$ cat src/rtl/sram_arb_pkg.sv
// Shared types and constants for the two-master SRAM arbiter.
// Holds the FSM state encoding and the master-id type.
package sram_arb_pkg;

  typedef enum logic [1:0] {
    ARB_IDLE = 2'd0,
    ARB_M0   = 2'd1,
    ARB_M1   = 2'd2
  } arb_state_t;

  typedef logic master_id_t;

  localparam logic [1:0] BE_NONE = 2'b11;

endpackage

$ cat src/rtl/sram_arb_tag_fifo.sv
// In-order tag FIFO recording which master issued each outstanding read.
// RD_DEPTH must be a power of two so the pointers wrap naturally.
module sram_arb_tag_fifo
  import sram_arb_pkg::*;
#(
  parameter int RD_DEPTH = 4
) (
  input  logic       clk,
  input  logic       reset_n,
  input  logic       push,
  input  master_id_t push_id,
  input  logic       pop,
  output master_id_t head_id,
  output logic       full,
  output logic       empty
);

  localparam int PTR_W = $clog2(RD_DEPTH);
  localparam int CNT_W = PTR_W + 1;

  master_id_t       mem [RD_DEPTH];
  logic [PTR_W-1:0] wr_ptr;
  logic [PTR_W-1:0] rd_ptr;
  logic [CNT_W-1:0] count;
  logic             push_en;
  logic             pop_en;

  assign empty   = (count == '0);
  assign full    = (count == CNT_W'(RD_DEPTH));
  assign pop_en  = pop & ~empty;
  // A simultaneous pop frees the slot, so a push while full is still legal.
  assign push_en = push & (~full | pop_en);
  assign head_id = mem[rd_ptr];

  always_ff @(posedge clk or negedge reset_n) begin
    if (!reset_n) begin
      wr_ptr <= '0;
      rd_ptr <= '0;
      count  <= '0;
    end else begin
      if (push_en) wr_ptr <= wr_ptr + PTR_W'(1);
      if (pop_en)  rd_ptr <= rd_ptr + PTR_W'(1);
      case ({push_en, pop_en})
        2'b10:   count <= count + CNT_W'(1);
        2'b01:   count <= count - CNT_W'(1);
        default: count <= count;
      endcase
    end
  end

  always_ff @(posedge clk) begin
    if (push_en) mem[wr_ptr] <= push_id;
  end

endmodule

$ cat src/rtl/sram_arbiter.sv
// Two-master arbiter in front of sram_controller with in-order read return routing.
// Define SRAM_ARB_FIXED_PRIO_EN to give master 0 fixed priority instead of round-robin.
//
//   state    | meaning
//   ---------+-----------------------------------------------
//   ARB_IDLE | no grant; az_* held at idle values
//   ARB_M0   | master 0 drives az_*
//   ARB_M1   | master 1 drives az_*
module sram_arbiter
  import sram_arb_pkg::*;
#(
  parameter int RD_DEPTH = 4,
  parameter int ADDR_W   = 22,
  parameter int DATA_W   = 16
) (
  input  logic              clk,
  input  logic              reset_n,
  input  logic              m0_cs,
  input  logic              m0_rd_n,
  input  logic              m0_wr_n,
  input  logic [1:0]        m0_be_n,
  input  logic [ADDR_W-1:0] m0_addr,
  input  logic [DATA_W-1:0] m0_data,
  input  logic              m1_cs,
  input  logic              m1_rd_n,
  input  logic              m1_wr_n,
  input  logic [1:0]        m1_be_n,
  input  logic [ADDR_W-1:0] m1_addr,
  input  logic [DATA_W-1:0] m1_data,
  output logic              m0_wait,
  output logic              m1_wait,
  output logic              m0_valid,
  output logic              m1_valid,
  output logic [DATA_W-1:0] m_rdata,
  output logic              az_cs,
  output logic              az_rd_n,
  output logic              az_wr_n,
  output logic [1:0]        az_be_n,
  output logic [ADDR_W-1:0] az_addr,
  output logic [DATA_W-1:0] az_data,
  input  logic              za_wait,
  input  logic              za_valid,
  input  logic [DATA_W-1:0] za_data,
  output logic              rd_orphan
);

  arb_state_t state;
  arb_state_t state_nxt;
  arb_state_t tie_state;
  logic       sel_cs;
  logic       rd_req;
  logic       accept;
  logic       fifo_full;
  logic       fifo_empty;
  logic       fifo_pop;
  master_id_t head_id;

`ifdef SRAM_ARB_FIXED_PRIO_EN
  assign tie_state = ARB_M0;
`else
  master_id_t rr_ptr;
  master_id_t rr_ptr_nxt;
  assign tie_state = rr_ptr ? ARB_M1 : ARB_M0;
`endif

  always_ff @(posedge clk or negedge reset_n) begin
    if (!reset_n) begin
      state     <= ARB_IDLE;
      rd_orphan <= 1'b0;
`ifndef SRAM_ARB_FIXED_PRIO_EN
      rr_ptr    <= 1'b0;
`endif
    end else begin
      state     <= state_nxt;
      rd_orphan <= rd_orphan | (za_valid & fifo_empty);
`ifndef SRAM_ARB_FIXED_PRIO_EN
      rr_ptr    <= rr_ptr_nxt;
`endif
    end
  end

  always_comb begin
    state_nxt = state;
`ifndef SRAM_ARB_FIXED_PRIO_EN
    rr_ptr_nxt = rr_ptr;
`endif
    case (state)
      ARB_IDLE: begin
        if (m0_cs && m1_cs) state_nxt = tie_state;
        else if (m0_cs)     state_nxt = ARB_M0;
        else if (m1_cs)     state_nxt = ARB_M1;
      end
      ARB_M0: begin
        if (accept) begin
`ifdef SRAM_ARB_FIXED_PRIO_EN
          if (m0_cs)      state_nxt = ARB_M0;
          else if (m1_cs) state_nxt = ARB_M1;
          else            state_nxt = ARB_IDLE;
`else
          rr_ptr_nxt = 1'b1;
          if (m1_cs)      state_nxt = ARB_M1;
          else if (m0_cs) state_nxt = ARB_M0;
          else            state_nxt = ARB_IDLE;
`endif
        end else if (!m0_cs) begin
          state_nxt = m1_cs ? ARB_M1 : ARB_IDLE;
        end
      end
      ARB_M1: begin
        // Master 0 is preferred after an M1 accept in both priority modes.
        if (accept) begin
`ifndef SRAM_ARB_FIXED_PRIO_EN
          rr_ptr_nxt = 1'b0;
`endif
          if (m0_cs)      state_nxt = ARB_M0;
          else if (m1_cs) state_nxt = ARB_M1;
          else            state_nxt = ARB_IDLE;
        end else if (!m1_cs) begin
          state_nxt = m0_cs ? ARB_M0 : ARB_IDLE;
        end
      end
      default: state_nxt = ARB_IDLE;
    endcase
  end

  always_comb begin
    sel_cs  = 1'b0;
    az_rd_n = 1'b1;
    az_wr_n = 1'b1;
    az_be_n = BE_NONE;
    az_addr = '0;
    az_data = '0;
    case (state)
      ARB_M0: begin
        sel_cs  = m0_cs;
        az_rd_n = m0_rd_n;
        az_wr_n = m0_wr_n;
        az_be_n = m0_be_n;
        az_addr = m0_addr;
        az_data = m0_data;
      end
      ARB_M1: begin
        sel_cs  = m1_cs;
        az_rd_n = m1_rd_n;
        az_wr_n = m1_wr_n;
        az_be_n = m1_be_n;
        az_addr = m1_addr;
        az_data = m1_data;
      end
      default: ;
    endcase
    // Reads stall on a full tag FIFO; writes need no tag and pass through.
    rd_req   = ~az_rd_n;
    az_cs    = sel_cs & ~(rd_req & fifo_full);
    accept   = az_cs & ~za_wait;
    m0_wait  = ~((state == ARB_M0) & accept);
    m1_wait  = ~((state == ARB_M1) & accept);
    fifo_pop = za_valid & ~fifo_empty;
    m0_valid = fifo_pop & (head_id == 1'b0);
    m1_valid = fifo_pop & (head_id == 1'b1);
    m_rdata  = za_data;
  end

  sram_arb_tag_fifo #(
    .RD_DEPTH (RD_DEPTH)
  ) u_tag_fifo (
    .clk     (clk),
    .reset_n (reset_n),
    .push    (accept & rd_req),
    .push_id (state == ARB_M1),
    .pop     (fifo_pop),
    .head_id (head_id),
    .full    (fifo_full),
    .empty   (fifo_empty)
  );

endmodule

$ cat config.mk
export PLATFORM = sky130hd
export DESIGN_NAME = sram_arbiter
export DESIGN_NICKNAME = d
export VERILOG_FILES = /design/src/rtl/sram_arb_pkg.sv /design/src/rtl/sram_arb_tag_fifo.sv /design/src/rtl/sram_arbiter.sv
export SDC_FILE = /design/constraint.sdc
export NUM_CORES = 1
export LEC_CHECK = 0
export CORE_UTILIZATION = 32
export CTS_CLUSTER_SIZE = 28
export DETAILED_ROUTE_END_ITERATION = 6
export PLACE_DENSITY = 0.88
export SLEW_MARGIN = 20
export SYNTH_ARGS = -nofsm -noshare
export SYNTH_HDL_FRONTEND = slang
export SYNTH_SLANG_ARGS = --single-unit
$ cat constraint.sdc
create_clock -name clk -period 7.1 [get_ports clk]
set_clock_uncertainty 0.1 [all_clocks]
set_input_delay 1.42 -clock clk [delete_from_list [all_inputs] [get_ports clk]]
set_output_delay 1.42 -clock clk [all_outputs]
set_load 0.05 [all_outputs]
; ---- Yosys cells after proc, flatten, opt, wreduce, memory -nomap -nowiden
; Memories as Yosys holds them, arrays and structs flattened.
; Index checks and enable logic that the tools add are counted.
[totals]
word_cells = 75
output_inout_bits = 64
ramBits = 4
inputBits = 106
reg_bits = 11
memories = 1
[mem_list]
columns = name, depth, width, rd, rd_ports_with_merged_regs, wr, line_no
row1 = u_tag_fifo.mem, 4, 1, 1, 0, 1, sram_arb_tag_fifo.sv:21  ; master_id_t mem [RD_DEPTH];
[classes]
n_reduce_logical = 7
n_eq_ne = 10
n_bitwise = 22
addsub = 4
n_mux = 25
[ops]
columns = op, n
row1 = $pmux 22 s2, 1
row2 = $pmux 16 s2, 1
row3 = $mux 2, 11
row4 = $and 1x1->1, 12
row5 = $not 1->1, 8
row6 = $pmux 1 s2, 4
row7 = $ne 3x3->1 const B, 2
row8 = $pmux 2 s3, 1
row9 = $pmux 3 s2, 1
row10 = $reduce_and 3->1, 2
row11 = $mux 1, 5
row12 = $add 2x1->2 const B, 2
row13 = $eq 2x1->1 const B, 2
row14 = $eq 2x2->1 const B, 2
row15 = $ne 2x2->1 const B, 2
row16 = $ne 4x4->1 const B, 1
row17 = $pmux 2 s2, 1
row18 = $reduce_bool 2->1, 2
row19 = $add 3x1->3 const B, 1
row20 = $eq 3x3->1 const B, 1
row21 = $logic_not 3->1, 1
row22 = $sub 3x1->3 const B, 1
row23 = $logic_not 2->1, 1
row24 = $or 1x1->1, 2
row25 = $logic_and 1x1->1, 1

; ---- Longest topological paths before layout
[depth]
word_depth = 11
ltp_mapped = 13
ltp_nobuf = 12

; ---- Cells and area by module
; A second synthesis with hierarchy kept.
[unflattened]
cells_unflattened = 194
hier_area_um2 = 1622.8
[modules_own_cells]
columns = mod, seq_area_each_um2, n_inst, cells_per_inst, area_per_inst_um2
row1 = sram_arbiter, 100.1, 1, 151, 1042.2
row2 = sram_arb_tag_fifo, 295.3, 1, 43, 580.6

; ---- Least setup slack after synthesis
; Ideal clock, no wire load.
[synth_path]
kind = in2out
from = input m0_cs
to = output az_cs
path_slack_ns = 3.212
path_stages = 3
path_buffers = 0
t_arrival_ns = 2.368
t_required_ns = 5.580
path_cell_list = a22o_4 > nand2_1 > a21oi_1
[synth_via]
elab_chain_cells = 2
[synth_rtl]
columns = element, line_no
row1 = start: declaration, sram_arbiter.sv:18  ; input logic m0_cs,
row2 = $pmux 1 s2, sram_arbiter.sv:133  ; case (state)
row3 = $and 1x1->1, sram_arbiter.sv:154  ; az_cs = sel_cs & ~(rd_req & fifo_full);
row4 = end: declaration, sram_arbiter.sv:35  ; output logic az_cs,
; No other way between the ends.

; ---- Final worst setup path
[layout_path]
from = input m0_rd_n
to = output m1_wait
[layout_via]
elab_chain_cells = 8
[layout_rtl]
columns = element, line_no
row1 = start: declaration, sram_arbiter.sv:19  ; input logic m0_rd_n,
row2 = $pmux 1 s2, sram_arbiter.sv:133
row3 = $not 1->1, sram_arbiter.sv:153  ; rd_req = ~az_rd_n;
row4 = $and 1x1->1, sram_arbiter.sv:154
row5 = $not 1->1, sram_arbiter.sv:154
row6 = $and 1x1->1, sram_arbiter.sv:154
row7 = $and 1x1->1, sram_arbiter.sv:155  ; accept = az_cs & ~za_wait;
row8 = $and 1x1->1, sram_arbiter.sv:157  ; m1_wait = ~((state == ARB_M1) & accept);
row9 = $not 1->1, sram_arbiter.sv:157
row10 = end: declaration, sram_arbiter.sv:31  ; output logic m1_wait,
; No other way between the ends.

==> flow_metrics.tcl <==
set metrics [dict create \
    cts_tree "yes" \
    status "complete, no violations" \
    r2r_start "state[0]" \
    synth_nets 311 \
    drt-initial-drc-count 102 \
    p_int_uw 587.0 \
    gp_congestion 0.8173 \
    powerDensity_nw_per_um2 445.1 \
    hold_end "rd_orphan" \
    diodes 0 \
    reg2regPathDepth 10 \
    pwr-share-clk_pct 5.2 \
    p_sw_share_pct 56.04 \
    rsz0062_at_grt "no" \
    arrival_ns 3.30 \
    place.port_buffers 137 \
    synth-edff-count 4 \
    cts.sinks 15 \
    cts_max_level 1 \
    setup_tns_ns 0 \
    clk_latency_ns 0.25 \
    area_delta_synth_final_pct 79.90 \
    seq_power_share_pct 11.5 \
    io_pins 170 \
    synthArstFlopShare_pct 73.33 \
    post_cts_buffers 0 \
    critical_path_class "in -> out" \
    remaining_drc_errors 0 \
    grt_usage_pct 19.46 \
    yosys_warnings 0 \
    worstSetupEndpointType "output pin" \
    post-place-ws_ns 2.293 \
    relSlewSlack_pct 36.76 \
    setup_viol 0 \
    dp.cells 370 \
    layout_setup_ws_ns 2.277 \
    final_cells 374 \
    rrSetupSlack_ns 3.84 \
    ir_worst_vdd_mv 0.2499 \
    crit_fanout 5 \
    hold_path.class "reg -> reg" \
    antenna_found_initial 0 \
    grt_use_met2_pct 33.23 \
    clockBufferDepth 2 \
    grt_first_pass_wirelength_um 8300 \
    pwr-share-comb_pct 83.2 \
    final_nets 424 \
    cap_violations 0 \
    synth_flop_cell "dfrtp_1" \
    use_met1_pct 21.08 \
    layout-drive-gt1-share_pct 4.235 \
    start_util_pct 34.18 \
    cts_root_buf "clkbuf_8" \
    chipWidth_um 74.20 \
    firstDrtPassIters 4 \
    r2r_end "u_tag_fifo.count[1]" \
    ant_nets 0 \
    finalHoldViolCount 0 \
    hold_buffers 0 \
    die_h_um 74.20 \
    tightestPinTransition_ns 0.9486 \
    crit_required_ns 5.58 \
    vias 1866 \
    startpoint_type "input port" \
    dpl.hpwl_um 4644 \
    final_max_slew_viol_count 0 \
    grt_busiest_layer "met2" \
    cts_buffers 3 \
    fin_crit_ns 4.823 \
    die_area_um2 5505 \
    min_from "rd_orphan" \
    avgViaCountPerCell 4.989 \
    finalCritPeriodShare_pct 67.93 \
    whs_path_depth 1 \
    fp.coreArea_um2 4880 \
    syn_inst 195 \
    ys_seq_area_share_pct 23.71 \
    overflow 0 \
    p_sw_uw 748.3 \
    avgRoutedWirePerCell_um 15.61 \
    grt_use_met3_pct 9.350 \
    syn_area_per_cell_um2 8.553 \
    fmax_ghz 0.2073 \
    grt_max_degree 51 \
    synthesis.area_um2 1668 \
    synth_cell_types 34 \
    p_leak_uw 0.001106 \
    wirelength_um 5840 \
    clk_pin_slew_ns 0.06 \
    rows 25 \
    grt_pass1_vias 1696 \
    synth_seq_cells 15 \
    cts_resized 0 \
]
critical path, cell delays in order:
cell and delay (ns):
clkdlybuf4s50_1 0.48, a22oi_2 0.11, a21oi_1 0.37, nand3_1 0.15
clkdlybuf4s50_1 0.77
layout make-up:
cell class,count,area [um2]
clock buffers,4,45.04
fillers,431,1879
inverters,11,41.29
multi-input cells,139,1056
flip-flops and latches,15,395.4
well taps,67,83.83
repair buffers,138,1379
flip-flops by register name, indices dropped and copies added, names as in the netlist:
register,count
state,2
u_tag_fifo.wr_ptr,2
u_tag_fifo.rd_ptr,2
rd_orphan,1
rr_ptr,1
u_tag_fifo.mem,4
u_tag_fifo.count,3
cells by family (layout without fill, tap and decap cells):
family / Yosys count / count (layout) / share of synthesized area, %
multiplexers: 4 / 4 / 3.451
AO/OA/AOI/OAI: 53 / 53 / 24.31
AND/OR/NAND/NOR: 66 / 66 / 24.16
XOR/XNOR: 6 / 6 / 3.151
flip-flops: 15 / 15 / 23.71
buffers and inverters: 41 / 153 / 13.28
adder cells (fa/ha/maj): 10 / 10 / 7.952
how the worst max path moves through the flow:
stage                        start      end  slack [ns]
after global routing       m0_rd_n  m1_wait        2.12
after CTS                 state[0]  m1_wait        2.28
after global placement     m0_rd_n  m1_wait        2.30
final                      m0_rd_n  m1_wait        2.28
after detailed placement   m0_rd_n  m1_wait        2.29
after floorplan              m0_cs    az_cs        3.21
placed cells by master (no fill, tap or decap), types with 3 or more instances in the layout:
| master | n |
|---|---|
| xnor2_1 | 4 |
| inv_1 | 10 |
| clkdlybuf4s50_1 | 137 |
| nand2_1 | 9 |
| nand3_1 | 3 |
| ha_1 | 7 |
| nor2_1 | 3 |
| and2_1 | 5 |
| clkbuf_8 | 3 |
| a21oi_1 | 3 |
| nor2b_1 | 38 |
| a22oi_1 | 41 |
| nand2b_1 | 4 |
| edfxtp_1 | 4 |
| dfrtp_1 | 11 |
routing by layer:
| layer | part of all wire (%) | vias to the layer above | wire length [um] |
|---|---|---|---|
| met1 | 36 | 864 | 2091 |
| met2 | 49 | 96 | 2869 |
| met5 | 0 | - | 0 |
| li1 | - | 891 | - |
| met3 | 13 | 15 | 759 |
| met4 | 2.0 | 0 | 119 |
synth_stat cells, drive strengths merged (2+ instances only):
cell | instances | area [um2]
a22oi | 42 | 320.3
nor2b | 38 | 237.7
buf | 18 | 135.1
clkbuf | 12 | 45.04
dfrtp | 11 | 275.3
inv | 11 | 41.29
ha | 9 | 112.6
nand2 | 9 | 33.78
and2 | 5 | 31.28
edfxtp | 4 | 120.1
nand2b | 4 | 25.02
xnor2 | 4 | 35.03
a21oi | 3 | 15.01
nand3 | 3 | 15.01
nor2 | 3 | 11.26
mux2i | 2 | 20.02
nor3b | 2 | 20.02
xor2 | 2 | 17.52
metrics by stage:
step	util, %	instance area [um2]	hold WS [ns]	total power [uW]
2_1_floorplan	-	1668	0.3528	955.1
6_report	61.49	3000	0.3749	1335
4_1_cts	61.44	2998	0.3744	1345
3_3_place_gp	60.51	2953	0.3577	1250
5_1_grt	61.49	3000	0.3806	1419
3_5_place_dp	60.51	2953	0.3612	1273
power by group through the flow:
stage | Clock [uW] | Sequential [uW] | Combinational, uW
final | 69.9 | 154 | 1110
after CTS | 71.8 | 155 | 1120
after global routing | 75.4 | 159 | 1180
after detailed placement | 0 | 156 | 1120
after floorplan | 0 | 151 | 804
after global placement | 0 | 153 | 1100
Power figures use the tool's default switching activity.
